[config.mk]
export PLATFORM = sky130hd
export DESIGN_NAME = mem_arbiter
export DESIGN_NICKNAME = d
export VERILOG_FILES = /design/src/rtl/mem_arbiter.sv
export SDC_FILE = /design/constraint.sdc
export NUM_CORES = 1
export LEC_CHECK = 0
export ABC_CLOCK_PERIOD_IN_PS = 2300
export BUFFER_PORTS_ARGS = -buffer_cell sky130_fd_sc_hd__buf_4
export CAP_MARGIN = 25
export CORE_MARGIN = 4
export CORE_UTILIZATION = 34
export CTS_BUF_LIST = sky130_fd_sc_hd__clkbuf_2
export DETAILED_ROUTE_END_ITERATION = 12
export PLACE_DENSITY = 0.66
export RECOVER_POWER = 25
export SLEW_MARGIN = 25
export SYNTH_ARGS = -nofsm -noshare
export SYNTH_HDL_FRONTEND = slang
export SYNTH_SLANG_ARGS = --single-unit
[constraint.sdc]
create_clock -name clock -period 2.3 [get_ports clock]
set_input_delay 0.46 -clock clock [delete_from_list [all_inputs] [get_ports clock]]
set_output_delay 0.46 -clock clock [all_outputs]
set_load 0.05 [all_outputs]
[src/rtl/mem_arbiter.sv]
// mem_arbiter: shares one single-port unified RAM between the RV32I core's
// instruction-fetch port and its load/store port.
//
// Data requests have fixed priority over fetches. Each memory transaction
// uses a req/ready handshake for the request and rvalid for read data. The
// arbiter also handles RV32I sub-word accesses: byte-enable generation,
// store-lane replication, and load extraction with sign or zero extension.
//
// Ports
//   clock, reset_n           rising-edge clock, asynchronous active-low reset
//   if_req/if_addr           fetch request (held until if_valid), word address
//   if_rdata/if_valid        fetched word plus a one-cycle done pulse
//   d_req/d_we/d_addr        data request (held until d_valid), store flag,
//                            byte address
//   d_wdata/d_funct3         store data and RV32I load/store funct3
//   d_rdata/d_valid/d_err    extended load data, done pulse, misalign flag
//   busy                     transaction in progress (grant .. valid pulse)
//   mem_req/mem_we/mem_addr  memory request, write, word address
//   mem_be/mem_wdata         byte enables, lane-replicated store data
//   mem_ready/mem_rvalid     memory accept strobe, read data valid
//   mem_rdata                memory read data
//
// Optional feature macro: MEM_ARB_MISALIGN_CHK_EN
//   Defined: a misaligned halfword or word data access issues no memory
//   transaction and completes with d_valid=d_err=1 and d_rdata=0.
//   Undefined: d_err stays 0 and misaligned accesses go to memory as-is.

module mem_arbiter #(
  parameter int ADDR_W = 32
) (
  input  logic              clock,
  input  logic              reset_n,
  input  logic              if_req,
  input  logic [ADDR_W-1:0] if_addr,
  output logic [31:0]       if_rdata,
  output logic              if_valid,
  input  logic              d_req,
  input  logic              d_we,
  input  logic [ADDR_W-1:0] d_addr,
  input  logic [31:0]       d_wdata,
  input  logic [2:0]        d_funct3,
  output logic [31:0]       d_rdata,
  output logic              d_valid,
  output logic              d_err,
  output logic              busy,
  output logic              mem_req,
  output logic              mem_we,
  output logic [ADDR_W-1:0] mem_addr,
  output logic [3:0]        mem_be,
  output logic [31:0]       mem_wdata,
  input  logic              mem_ready,
  input  logic              mem_rvalid,
  input  logic [31:0]       mem_rdata
);

  typedef enum logic [2:0] {
    IDLE, IF_REQ, IF_WAIT, D_REQ, D_WAIT, D_DONE
  } state_t;

  localparam logic [ADDR_W-1:0] WORD_MASK = ~ADDR_W'(3);

  state_t            state_q, state_d;
  logic              mem_req_q, mem_req_d;
  logic              mem_we_q, mem_we_d;
  logic [ADDR_W-1:0] mem_addr_q, mem_addr_d;
  logic [3:0]        mem_be_q, mem_be_d;
  logic [31:0]       mem_wdata_q, mem_wdata_d;
  logic [1:0]        off_q, off_d;     // byte offset of the latched data access
  logic [2:0]        f3_q, f3_d;       // funct3 of the latched data access
  logic              if_valid_q, if_valid_d;
  logic [31:0]       if_rdata_q, if_rdata_d;
  logic              d_valid_q, d_valid_d;
  logic [31:0]       d_rdata_q, d_rdata_d;
  logic              d_err_q, d_err_d;
  logic              busy_q, busy_d;
  logic              misaligned;

  // Store byte enables selected by access size and byte offset.
  function automatic logic [3:0] store_be(input logic [2:0] f3, input logic [1:0] off);
    if (f3[1])
      return 4'hF;
    else if (f3[0])
      return 4'b0011 << {off[1], 1'b0};
    else
      return 4'b0001 << off;
  endfunction

  // Replicate the significant store bits across every lane they could land in.
  function automatic logic [31:0] store_lanes(input logic [2:0] f3, input logic [31:0] wd);
    if (f3[1])
      return wd;
    else if (f3[0])
      return {2{wd[15:0]}};
    else
      return {4{wd[7:0]}};
  endfunction

  // Move the addressed bytes down to bit 0, then extend by funct3.
  // Halfword loads shift by a[1] only.
  function automatic logic [31:0] load_extract(input logic [2:0] f3, input logic [1:0] off,
                                               input logic [31:0] rd);
    logic [31:0] sh_b;
    logic [31:0] sh_h;
    sh_b = rd >> {off, 3'b000};
    sh_h = rd >> {off[1], 4'b0000};
    case (f3)
      3'b000:  return {{24{sh_b[7]}}, sh_b[7:0]};
      3'b001:  return {{16{sh_h[15]}}, sh_h[15:0]};
      3'b100:  return {24'h0, sh_b[7:0]};
      3'b101:  return {16'h0, sh_h[15:0]};
      default: return sh_b;
    endcase
  endfunction

`ifdef MEM_ARB_MISALIGN_CHK_EN
  assign misaligned = (d_funct3[1:0] == 2'b01 && d_addr[0]) ||
                      (d_funct3[1] && d_addr[1:0] != 2'b00);
`else
  assign misaligned = 1'b0;
`endif

  always_comb begin
    state_d     = state_q;
    mem_req_d   = mem_req_q;
    mem_we_d    = mem_we_q;
    mem_addr_d  = mem_addr_q;
    mem_be_d    = mem_be_q;
    mem_wdata_d = mem_wdata_q;
    off_d       = off_q;
    f3_d        = f3_q;
    if_valid_d  = 1'b0;
    if_rdata_d  = if_rdata_q;
    d_valid_d   = 1'b0;
    d_rdata_d   = d_rdata_q;
    d_err_d     = 1'b0;

    case (state_q)
      IDLE: begin
        // A requester still showing req during its own valid pulse is
        // finishing, not asking again, so it is masked for that cycle.
        if (d_req && !d_valid_q) begin
          off_d = d_addr[1:0];
          f3_d  = d_funct3;
          if (misaligned) begin
            state_d   = D_DONE;
            d_valid_d = 1'b1;
            d_err_d   = 1'b1;
            d_rdata_d = 32'h0;
          end else begin
            state_d     = D_REQ;
            mem_req_d   = 1'b1;
            mem_we_d    = d_we;
            mem_addr_d  = d_addr & WORD_MASK;
            mem_be_d    = d_we ? store_be(d_funct3, d_addr[1:0]) : 4'hF;
            mem_wdata_d = d_we ? store_lanes(d_funct3, d_wdata) : 32'h0;
          end
        end else if (if_req && !if_valid_q) begin
          state_d     = IF_REQ;
          mem_req_d   = 1'b1;
          mem_we_d    = 1'b0;
          mem_addr_d  = if_addr & WORD_MASK;
          mem_be_d    = 4'hF;
          mem_wdata_d = 32'h0;
        end
      end
      IF_REQ: begin
        if (mem_ready) begin
          mem_req_d = 1'b0;
          state_d   = IF_WAIT;
        end
      end
      D_REQ: begin
        if (mem_ready) begin
          mem_req_d = 1'b0;
          if (mem_we_q) begin
            state_d   = D_DONE;
            d_valid_d = 1'b1;
          end else begin
            state_d = D_WAIT;
          end
        end
      end
      IF_WAIT: begin
        if (mem_rvalid) begin
          if_rdata_d = mem_rdata;
          if_valid_d = 1'b1;
          state_d    = IDLE;
        end
      end
      D_WAIT: begin
        if (mem_rvalid) begin
          d_rdata_d = load_extract(f3_q, off_q, mem_rdata);
          d_valid_d = 1'b1;
          state_d   = IDLE;
        end
      end
      D_DONE: state_d = IDLE;
      default: state_d = IDLE;
    endcase

    // Reads pulse valid after returning to IDLE, so busy also covers that cycle.
    busy_d = (state_d != IDLE) || if_valid_d || d_valid_d;
  end

  always_ff @(posedge clock or negedge reset_n) begin
    if (!reset_n) begin
      state_q     <= IDLE;
      mem_req_q   <= 1'b0;
      mem_we_q    <= 1'b0;
      mem_addr_q  <= '0;
      mem_be_q    <= 4'h0;
      mem_wdata_q <= 32'h0;
      off_q       <= 2'b00;
      f3_q        <= 3'b000;
      if_valid_q  <= 1'b0;
      if_rdata_q  <= 32'h0;
      d_valid_q   <= 1'b0;
      d_rdata_q   <= 32'h0;
      d_err_q     <= 1'b0;
      busy_q      <= 1'b0;
    end else begin
      state_q     <= state_d;
      mem_req_q   <= mem_req_d;
      mem_we_q    <= mem_we_d;
      mem_addr_q  <= mem_addr_d;
      mem_be_q    <= mem_be_d;
      mem_wdata_q <= mem_wdata_d;
      off_q       <= off_d;
      f3_q        <= f3_d;
      if_valid_q  <= if_valid_d;
      if_rdata_q  <= if_rdata_d;
      d_valid_q   <= d_valid_d;
      d_rdata_q   <= d_rdata_d;
      d_err_q     <= d_err_d;
      busy_q      <= busy_d;
    end
  end

  assign mem_req   = mem_req_q;
  assign mem_we    = mem_we_q;
  assign mem_addr  = mem_addr_q;
  assign mem_be    = mem_be_q;
  assign mem_wdata = mem_wdata_q;
  assign if_valid  = if_valid_q;
  assign if_rdata  = if_rdata_q;
  assign d_valid   = d_valid_q;
  assign d_rdata   = d_rdata_q;
  assign d_err     = d_err_q;
  assign busy      = busy_q;

endmodule
==> flow_metrics.py, run 1 <==
metrics = {
    "power_and_ir_drop": {
        "power_density_nw_per_um2": 1510,
        "peakVddDrop_mv": 0.774,
        "total_power_mw": 16.4,
        "p_leak_nw": 5.04,
    },
    "route": {
        "drt_first_pass_iters": 5,
        "via_per_inst": 4.91,
        "ant_nets": 0,
        "routed_wl_um": 23500,
        "drt-wirelength-per-cell_um": 17.6,
        "drc": 0,
        "drt-initial-drc-count": 324,
        "vias": 6563,
    },
    "placement": {
        "portBuffers": 270,
        "routabilityCongestion": 0.802,
        "pre_cts_slack_ns": 0.466,
        "hpwlAfterDp_um": 16100,
        "placed_cells": 1171,
        "placedInstanceArea_um2": 9250,
    },
    "timing": {
        "period_share_pct": 95.5,
        "whs_ns": 0.152,
        "hold_viol": 0,
        "final.setup.tns_ns": 0,
        "drv_slew": 0,
        "fmax_mhz": 455,
        "relSlewSlack_pct": 15.8,
        "fin_worst_skew_ns": 0.0482,
        "min_period_ns": 2.20,
        "setup_slack_ns": 0.104,
        "worst_pin_slew_ns": 1.26,
        "setup_viol": 0,
    },
    "hold_path": {
        "holdPathStages": 5,
        "worstHoldStart": "mem_ready",
        "hold_path_class": "input pin to register",
    },
    "clocking": {
        "ctsLongestPathBuffers": 2,
        "post_cts.repair.setup_buffers": 0,
        "clk_latency_ns": 0.74,
        "tritoncts": "done",
        "clock_sinks": 143,
        "cts_max_level": 4,
        "clk_pin_slew_ns": 0.22,
        "cts_made_buffers": 17,
        "root_buffer": "clkbuf_2",
    },
    "synthesis": {
        "seq_area_frac_synth_pct": 51.8,
        "synth_edf_count": 0,
        "ys_types": 49,
        "syn_area_per_cell_um2": 10.4,
        "async_reset_ff_share_pct": 100,
        "synth-main-ff-cell": "dfrtp_1",
        "synth_seq_cells": 143,
        "syn_area_um2": 6900,
        "yosys_warnings": 0,
        "syn_inst": 664,
    },
    "final_layout": {
        "drive_gt1_share_pct": 37.2,
        "fin_cells": 1336,
        "finish.utilization_pct": 54.8,
        "layout.nets": 1194,
        "syn_to_final_growth_pct": 56.6,
        "finalInstanceArea_um2": 10800,
    },
    "setup_path": {
        "arrival_ns": 2.84,
        "critPathLaunch": "state_q[1]",
        "r2r-start": "state_q[1]",
        "worst_ep_required_time_ns": 2.95,
        "r2r_cells": 6,
        "path_class": "register to register",
        "cp-end-kind": "register",
        "start_kind": "register",
        "path_max_fanout": 33,
    },
    "floorplanning": {
        "num_rows": 51,
        "start_util_pct": 35.0,
        "die_y_um": 151,
        "dieArea_um2": 22700,
        "die_x_um": 151,
        "pin_count": 276,
        "fp.coreArea_um2": 19700,
    },
    "flow_run": {
        "maxCapViolCount": 0,
    },
    "global_routing": {
        "grt_max_degree": 67,
        "grt_antenna_before_repair": 1,
        "grt_overflow": 0,
        "grt_pass1_wl_um": 36300,
        "grtUsageTotal_pct": 20.8,
        "grt_pass1_vias": 6682,
    },
    "status": {
        "status": "completed",
    },
}
repair_timing:
item / in CTS / in global routing
gates resized for setup: 0 / 1
setup endpoints to repair: 0 / 25
hold buffers: 129 / 1
hold endpoints to repair: 227 / 1
cell usage in the layout, fill, tap and decap left out, types with 3 or more instances in the layout:
| cell | count |
|---|---|
| a21oi_1 | 16 |
| dfrtp_1 | 141 |
| a21oi_2 | 3 |
| a221o_1 | 5 |
| buf_12 | 4 |
| nor2b_1 | 20 |
| buf_4 | 282 |
| nand3b_1 | 6 |
| a31oi_1 | 34 |
| o211ai_1 | 8 |
| nand2_1 | 116 |
| a22o_1 | 8 |
| o21ai_0 | 56 |
| dlygate4sd3_1 | 130 |
| clkbuf_2 | 18 |
| nor2_1 | 59 |
| a221o_2 | 3 |
| nand2b_1 | 6 |
| mux2i_1 | 32 |
| mux2_2 | 52 |
| mux4_2 | 5 |
| conb_1 | 3 |
| inv_1 | 6 |
| inv_6 | 6 |
| mux4_1 | 3 |
synthesized netlist by cell type (all sizes together), types with 2 or more instances:
cell    number  share of area, %
inv          8              0.43
o21a         4              0.54
mux2        54               8.8
o211ai       8              0.87
nand2      116               6.3
mux2i       32               4.6
a22o         8               1.0
and3         2              0.18
mux4         8               2.8
a221o        8               1.2
nor3         3              0.54
o22ai        2              0.18
dfrtp      143                52
nor2        59               3.2
nand2b       6              0.54
a21oi       19               1.5
clkbuf      26               1.4
o21ai       57               4.1
nor2b       21               1.9
nand3b       6              0.65
nor3b        2              0.29
buf         24               2.1
nand3        3              0.29
a31oi       34               3.1
sequential cells by signal (all words and copies together) (netlist names):
| name | count |
|---|---|
| mem_wdata | 32 |
| busy | 1 |
| f3_q | 3 |
| if_valid | 1 |
| mem_addr | 30 |
| d_rdata | 32 |
| mem_we | 1 |
| if_rdata | 32 |
| mem_req | 1 |
| off_q | 2 |
| state_q | 3 |
| d_valid | 1 |
| mem_be | 4 |
kinds of logic after synthesis:
group	share of synthesized area [%]
AND/OR/NAND/NOR	14.4
other	0.0543
flip-flops	51.8
XOR/XNOR	0.127
multiplexers	16.2
AO/OA/AOI/OAI	13.4
buffers and inverters	3.99
worst max-delay path: stages (launching register included):
cell,delay (ns)
dfrtp_1,0.51
nor3_4,0.30
o21a_2,0.30
buf_12,0.22
nor2_1,0.06
a31oi_1,0.14
dlygate4sd3_1,0.57
where the power goes:
group / internal, mW / switching [mW] / leakage [nW] / total, mW
sequential: 3.69 / 0.798 / 1.74 / 4.48
clock: 0.536 / 1.05 / 0.151 / 1.58
combinational: 3.77 / 6.52 / 3.15 / 10.3
worst paths after layout:
check                           endpoint  slack (ns)
setup / recovery             mem_addr[4]        0.10
hold reg to reg            mem_wdata[21]        0.52
hold / removal                state_q[1]        0.15
max in group asynchronous       if_valid        0.46
min in group asynchronous   mem_wdata[4]        0.50
setup reg to reg             mem_addr[4]        0.10
final cells by class:
class / count / area, µm²
antenna: 2 / 5.00
clock buffer: 17 / 85.1
clock inverter: 15 / 173
fill: 1704 / 8900
inverter: 8 / 30.0
multi-input combinational: 465 / 3070
sequential: 143 / 3580
tap: 265 / 332
timing repair buffer: 421 / 3540
routing by layer:
layer	vias up	global-route usage, %	share of wire (%)
li1	3114	-	-
met1	3163	25.4	40
met2	257	34.3	49
met3	29	7.16	8.6
met4	0	7.18	2.3
met5	-	0	0
Power figures use the tool's default switching activity.
==> run 2, diff against run 1 <==
--- a/config.mk
+++ b/config.mk
@@ -5,6 +5,7 @@
 export SDC_FILE = /design/constraint.sdc
 export NUM_CORES = 1
 export LEC_CHECK = 0
+export ABC_AREA = 1
 export ABC_CLOCK_PERIOD_IN_PS = 2300
 export BUFFER_PORTS_ARGS = -buffer_cell sky130_fd_sc_hd__buf_4
 export CAP_MARGIN = 25
@@ -12,7 +13,7 @@
 export CORE_UTILIZATION = 34
 export CTS_BUF_LIST = sky130_fd_sc_hd__clkbuf_2
 export DETAILED_ROUTE_END_ITERATION = 12
-export PLACE_DENSITY = 0.66
+export PLACE_DENSITY = 0.65
 export RECOVER_POWER = 25
 export SLEW_MARGIN = 25
 export SYNTH_ARGS = -nofsm -noshare
==> run 2 against run 1 <==
Net effect: utilization decreased by 2.6 points; synthesized cell count increased by 47%; area after synthesis increased by 5.4%; worst hold slack got worse by 0.050 ns; largest power group unchanged; total power decreased by 4.4%; maximum frequency increased by 4.5%.
==> flow_metrics.py, run 2 <==
metrics = {
    "timing": {
        "hold_viol": 0,
        "worst_pin_slew_ns": 1.32,
        "rsz0062_at_grt": "false",
        "setup_slack_ns": 0.198,
        "relSlewSlack_pct": 12.1,
        "fmax_mhz": 476,
        "drv_slew": 0,
        "period_share_pct": 91.4,
        "final.setup.tns_ns": 0,
        "min_period_ns": 2.10,
        "fin_worst_skew_ns": 0.0479,
        "setup_viol": 0,
    },
    "global_routing": {
        "grtUsageTotal_pct": 20.6,
        "grt_max_degree": 58,
        "grt_pass1_wl_um": 39700,
        "grt_pass1_vias": 7565,
        "grt_overflow": 0,
        "grt_antenna_before_repair": 1,
    },
    "synthesis": {
        "synth_top_cell_area_share_pct": 49.2,
        "synth_edf_count": 0,
        "synth_seq_cells": 143,
        "yosys_warnings": 0,
        "async_reset_ff_share_pct": 100,
        "synth_most_common_cell": "nand2_1",
        "synth-main-ff-cell": "dfrtp_1",
        "syn_area_um2": 7280,
        "syn_area_per_cell_um2": 7.47,
        "synth_common_cells": "nand2_1, dfrtp_1, inv_1",
        "ys_types": 24,
        "yosysTopAreaCell": "dfrtp_1",
        "synthTopCellsByArea": "dfrtp_1, nand2_1, nand3_1",
        "seq_area_frac_synth_pct": 49.2,
        "syn_inst": 974,
    },
    "final_layout": {
        "layout.nets": 1485,
        "fillCellCount": 1990,
        "mostFrequentLayoutCells": "nand2_1, buf_4, dfrtp_1, dlygate4sd3_1, inv_1",
        "drive_gt1_share_pct": 26.1,
        "multi_input_area_um2": 3030,
        "layout_commonest_cell": "nand2_1",
        "fin_cells": 1637,
        "regArea_um2": 3580,
        "syn_to_final_growth_pct": 51.0,
    },
    "clocking": {
        "ctsLongestPathBuffers": 2,
        "clk_pin_slew_ns": 0.20,
        "cts_max_level": 4,
        "clk_latency_ns": 0.72,
        "tritoncts": "done",
        "root_buffer": "clkbuf_2",
        "clock_sinks": 143,
        "cts_made_buffers": 17,
    },
    "placement": {
        "pre_cts_slack_ns": 0.542,
        "hpwlAfterDp_um": 17700,
        "portBuffers": 270,
        "routabilityCongestion": 0.895,
        "placed_cells": 1479,
    },
    "route": {
        "drc": 0,
        "ant_nets": 0,
        "drt_first_pass_iters": 5,
        "drt-initial-drc-count": 456,
        "drt-wirelength-per-cell_um": 15.3,
        "vias": 7799,
        "routed_wl_um": 25000,
        "via_per_inst": 4.76,
    },
    "power_and_ir_drop": {
        "power_density_nw_per_um2": 1420,
        "peakVddDrop_mv": 0.829,
        "p_leak_nw": 5.93,
    },
    "setup_path": {
        "cp-end-kind": "register",
        "path_max_fanout": 36,
        "cp_slowest_cell": "dlygate4sd3_1",
        "start_kind": "register",
        "arrival_ns": 2.74,
        "worstPathCellList": "inv_2, nand2_1, nor2_1, nand2_2, buf_6, o31ai_1, dlygate4sd3_1",
        "worst_ep_required_time_ns": 2.94,
        "slowest_delay_ns": 0.59,
        "path_class": "register to register",
    },
    "hold_path": {
        "hold_path_class": "input pin to register",
    },
    "floorplanning": {
        "die_y_um": 154,
        "dieArea_um2": 23800,
        "fp.coreArea_um2": 21000,
        "die_x_um": 154,
        "pin_count": 276,
        "start_util_pct": 34.6,
        "num_rows": 53,
    },
    "flow_run": {
        "maxCapViolCount": 0,
    },
    "status": {
        "status": "completed",
    },
}
==> run 2: cell type report <==
class	count	area share, %
multi-input cells	671	27.6
repair buffers	412	31.2
inverters	102	3.48
clock buffers	17	0.774
flip-flops and latches	143	32.6
clock inverters	15	1.22
well taps	275	3.13
diodes	2	0.0455
==> run 2: worst paths after layout <==
kind	cells past startpoint	to	slack [ns]	from
min reg2reg	2	if_rdata[0]	0.51	if_rdata[0]
min in group asynchronous	2	mem_addr[28]	0.55	reset_n
min	3	if_rdata[10]	0.10	mem_rdata[10]
max	7	mem_addr[8]	0.20	state_q[1]
max reg2reg	7	mem_addr[8]	0.20	state_q[1]
max in group asynchronous	3	state_q[1]	0.33	reset_n
==> run 2: logic make-up (layout without fill, tap and decap cells) <==
kind of cell,after synthesis,after routing,synth area share [%]
other cells,1,5,0.0515
flops,143,143,49.2
compound gates,186,186,14.0
simple gates,482,482,27.4
buf+inv,162,546,9.37
==> run 2: timing repair <==
item / in CTS / in global routing
setup endpoints to repair: 0 / 5
hold endpoints to repair: 150 / 0
resized for setup: 0 / 2
hold buffers: 124 / 0
setup buffers: 0 / 0
==> run 2: metal layers <==
| metal | track usage (%) | part of all wire (%) | up-vias |
|---|---|---|---|
| met5 | 0 | 0 | - |
| met4 | 6.81 | 2.4 | 0 |
| met3 | 5.76 | 7.7 | 33 |
| met2 | 33.3 | 47 | 304 |
| met1 | 26.8 | 43 | 3615 |
| li1 | - | - | 3847 |
==> run 2: critical path: cells and delay by family, from the launching register on <==
kind | cells | cell delay (ns)
buffers and inverters | 3 | 0.90
DFF | 1 | 0.50
and+or+nand+nor | 3 | 0.43
AOI/OAI and AO/OA | 1 | 0.25
==> run 2: metrics by stage <==
stage               area (µm²)  power (mW)  util, %  hold slack [ns]
finish                   11000        15.6     52.3            0.101
global route             11000        16.6     52.3          0.00679
CTS                      11000        15.7     52.3        0.0000843
detailed placement        9540        13.6     45.4            0.446
global placement          9540        13.5     45.4            0.446
floorplan                 7290        10.7        -            0.164
==> run 2: power breakdown <==
part	leakage, nW	internal [mW]	switching, mW
Sequential	1.79	3.62	0.740
Combinational	4.00	3.24	6.61
Clock	0.134	0.405	1.03
==> run 3, diff against run 2 <==
--- a/config.mk
+++ b/config.mk
@@ -10,10 +10,10 @@
 export BUFFER_PORTS_ARGS = -buffer_cell sky130_fd_sc_hd__buf_4
 export CAP_MARGIN = 25
 export CORE_MARGIN = 4
-export CORE_UTILIZATION = 34
+export CORE_UTILIZATION = 51
 export CTS_BUF_LIST = sky130_fd_sc_hd__clkbuf_2
 export DETAILED_ROUTE_END_ITERATION = 12
-export PLACE_DENSITY = 0.65
+export PLACE_DENSITY = 0.89
 export RECOVER_POWER = 25
 export SLEW_MARGIN = 25
 export SYNTH_ARGS = -nofsm -noshare
==> run 3 against run 2 <==
Net effect: clock skew is 0.019 ns lower; critical endpoint is now mem_addr[6]; combinational power is 2.4% lower; critical path type unchanged; via count is 4.3% higher; highest routed layer unchanged; die area is 32% lower; first-iteration DRC count is 95% higher; cell area is 4.1% lower; sequential share of layout area is 1.4 points higher; sequential power is 1% higher; clock power is 6% higher; utilization is 23 points higher; register-to-register slack worse by 0.07 ns.
==> flow_metrics.py, run 3 (synthesis results as in run 2) <==
metrics = {
    "status": {
        "status": "completed",
    },
    "route": {
        "ant_nets": 0,
        "drt-initial-drc-count": 887,
        "via_per_inst": 5.40,
        "drc": 0,
        "drt_first_pass_iters": 6,
        "vias": 8136,
        "routed_wl_um": 25900,
        "drt-wirelength-per-cell_um": 17.2,
    },
    "flow_run": {
        "maxCapViolCount": 0,
    },
    "timing": {
        "fin_worst_skew_ns": 0.0291,
        "relSlewSlack_pct": 17.5,
        "min_period_ns": 2.17,
        "rsz0062_at_grt": "false",
        "drv_slew": 0,
        "hold_viol": 0,
        "setup_slack_ns": 0.131,
        "worst_pin_slew_ns": 1.24,
        "final.setup.tns_ns": 0,
        "setup_viol": 0,
        "fmax_mhz": 461,
        "period_share_pct": 94.3,
    },
    "clocking": {
        "clk_pin_slew_ns": 0.21,
        "clk_latency_ns": 0.72,
        "cts_made_buffers": 17,
        "cts_max_level": 4,
        "ctsLongestPathBuffers": 2,
        "tritoncts": "done",
        "root_buffer": "clkbuf_2",
        "post_cts.repair.setup_buffers": 0,
        "clock_sinks": 143,
    },
    "setup_path": {
        "r2r-end": "mem_addr[6]",
        "r2r-start": "state_q[1]",
        "path_buf_inv": 3,
        "r2r_setup_slack_ns": 0.13,
        "arrival_ns": 2.84,
        "r2r_cells": 7,
        "cp-end-kind": "register",
        "slowest_delay_ns": 0.60,
        "path_class": "register to register",
        "start_kind": "register",
        "path_max_fanout": 93,
        "worst_ep_required_time_ns": 2.97,
        "worstPathCellList": "inv_2, nand2_1, nor2_1, nand2_2, buf_12, o31ai_1, dlygate4sd3_1",
        "crit_family": "buffers and inverters",
        "cp_slowest_cell": "dlygate4sd3_1",
        "worstSetupPathDepth": 7,
    },
    "floorplanning": {
        "die_y_um": 127,
        "start_util_pct": 52.2,
        "dieArea_um2": 16200,
        "pin_count": 276,
        "die_x_um": 127,
        "fp.coreArea_um2": 13900,
        "num_rows": 43,
    },
    "final_layout": {
        "drive_gt1_share_pct": 26.5,
        "layout.nets": 1451,
        "syn_to_final_growth_pct": 44.8,
        "antenna_cells": 0,
        "mostFrequentLayoutCells": "nand2_1, buf_4, dfrtp_1, inv_1, dlygate4sd3_1",
        "fillCellCount": 976,
        "layout_commonest_cell": "nand2_1",
        "fin_cells": 1506,
    },
    "placement": {
        "placed_cells": 1381,
        "portBuffers": 270,
        "pre_cts_slack_ns": 0.269,
        "hpwlAfterDp_um": 17100,
        "routabilityCongestion": 0.880,
    },
    "global_routing": {
        "grt_max_degree": 94,
        "grt_pass1_wl_um": 40400,
        "grt_overflow": 0,
        "grtUsageTotal_pct": 31.4,
        "grt_antenna_before_repair": 0,
        "grt_pass1_vias": 8029,
    },
    "hold_path": {
        "hold_end": "mem_addr[5]",
        "holdPathStages": 3,
        "hold_path_class": "input pin to register",
        "worstHoldStart": "if_addr[5]",
    },
    "power_and_ir_drop": {
        "total_power_mw": 15.5,
        "p_leak_nw": 5.78,
        "peakVddDrop_mv": 0.838,
        "power_density_nw_per_um2": 1470,
    },
}
## run 3: worst reg2reg max path, delay by kind of cell, from the launching register on
family                 cells  cell delay [ns]
flip-flops                 1             0.50
AND/OR/NAND/NOR            3             0.39
buffers and inverters      3             0.92
AO/OA/AOI/OAI              1             0.35
## run 3: report_power, final
part	total, mW	switching (mW)	internal [mW]	leakage, nW
clock	1.51	0.920	0.589	0.143
combinational	9.61	6.66	2.95	3.85
sequential	4.42	0.807	3.62	1.79
total	15.5	8.39	7.16	5.78
## run 3: worst max path at each step
| stage | slack [ns] | endpoint | startpoint |
|---|---|---|---|
| finish | 0.13 | mem_addr[6] | state_q[1] |
| global route | 0.001 | mem_addr[19] | state_q[1] |
| CTS | 0.20 | d_rdata[19] | off_q[0] |
| detailed placement | 0.27 | d_rdata[19] | off_q[0] |
| global placement | 0.33 | d_rdata[21] | off_q[0] |
| floorplan | 0.70 | mem_wdata[14] | d_valid |
## run 3: layout make-up
type,count,area (µm²),share of cell area [%]
Clock inverter,14,149,1.41
Sequential cell,143,3580,34.0
Timing Repair Buffer,378,3080,29.2
Tap cell,180,225,2.14
Clock buffer,18,90.1,0.854
Multi-Input combinational cell,671,3040,28.8
Inverter,102,383,3.63
## run 3: metrics by stage
step	cell area, µm²	utilization, %	hold WS [ns]
3_5_place_dp	9390	67.4	0.431
4_1_cts	10600	75.8	0.000104
5_1_grt	10500	75.7	0.0120
2_1_floorplan	7290	-	0.164
3_3_place_gp	9390	67.4	0.426
6_report	10500	75.7	0.0544
## run 3: metal layers
metal | track usage (%) | wire [µm] | vias to the layer above
li1 | - | - | 3778
met1 | 37.3 | 9340 | 3726
met2 | 51.7 | 12600 | 518
met3 | 8.49 | 2590 | 114
met4 | 17.5 | 1390 | 0
met5 | 0 | 0 | -
## run 3: repair_timing
item | in CTS | in global routing
hold buffers | 93 | 0
endpoints found under the hold margin | 120 | 0
resized for setup | 0 | 3
setup endpoints to repair | 0 | 5
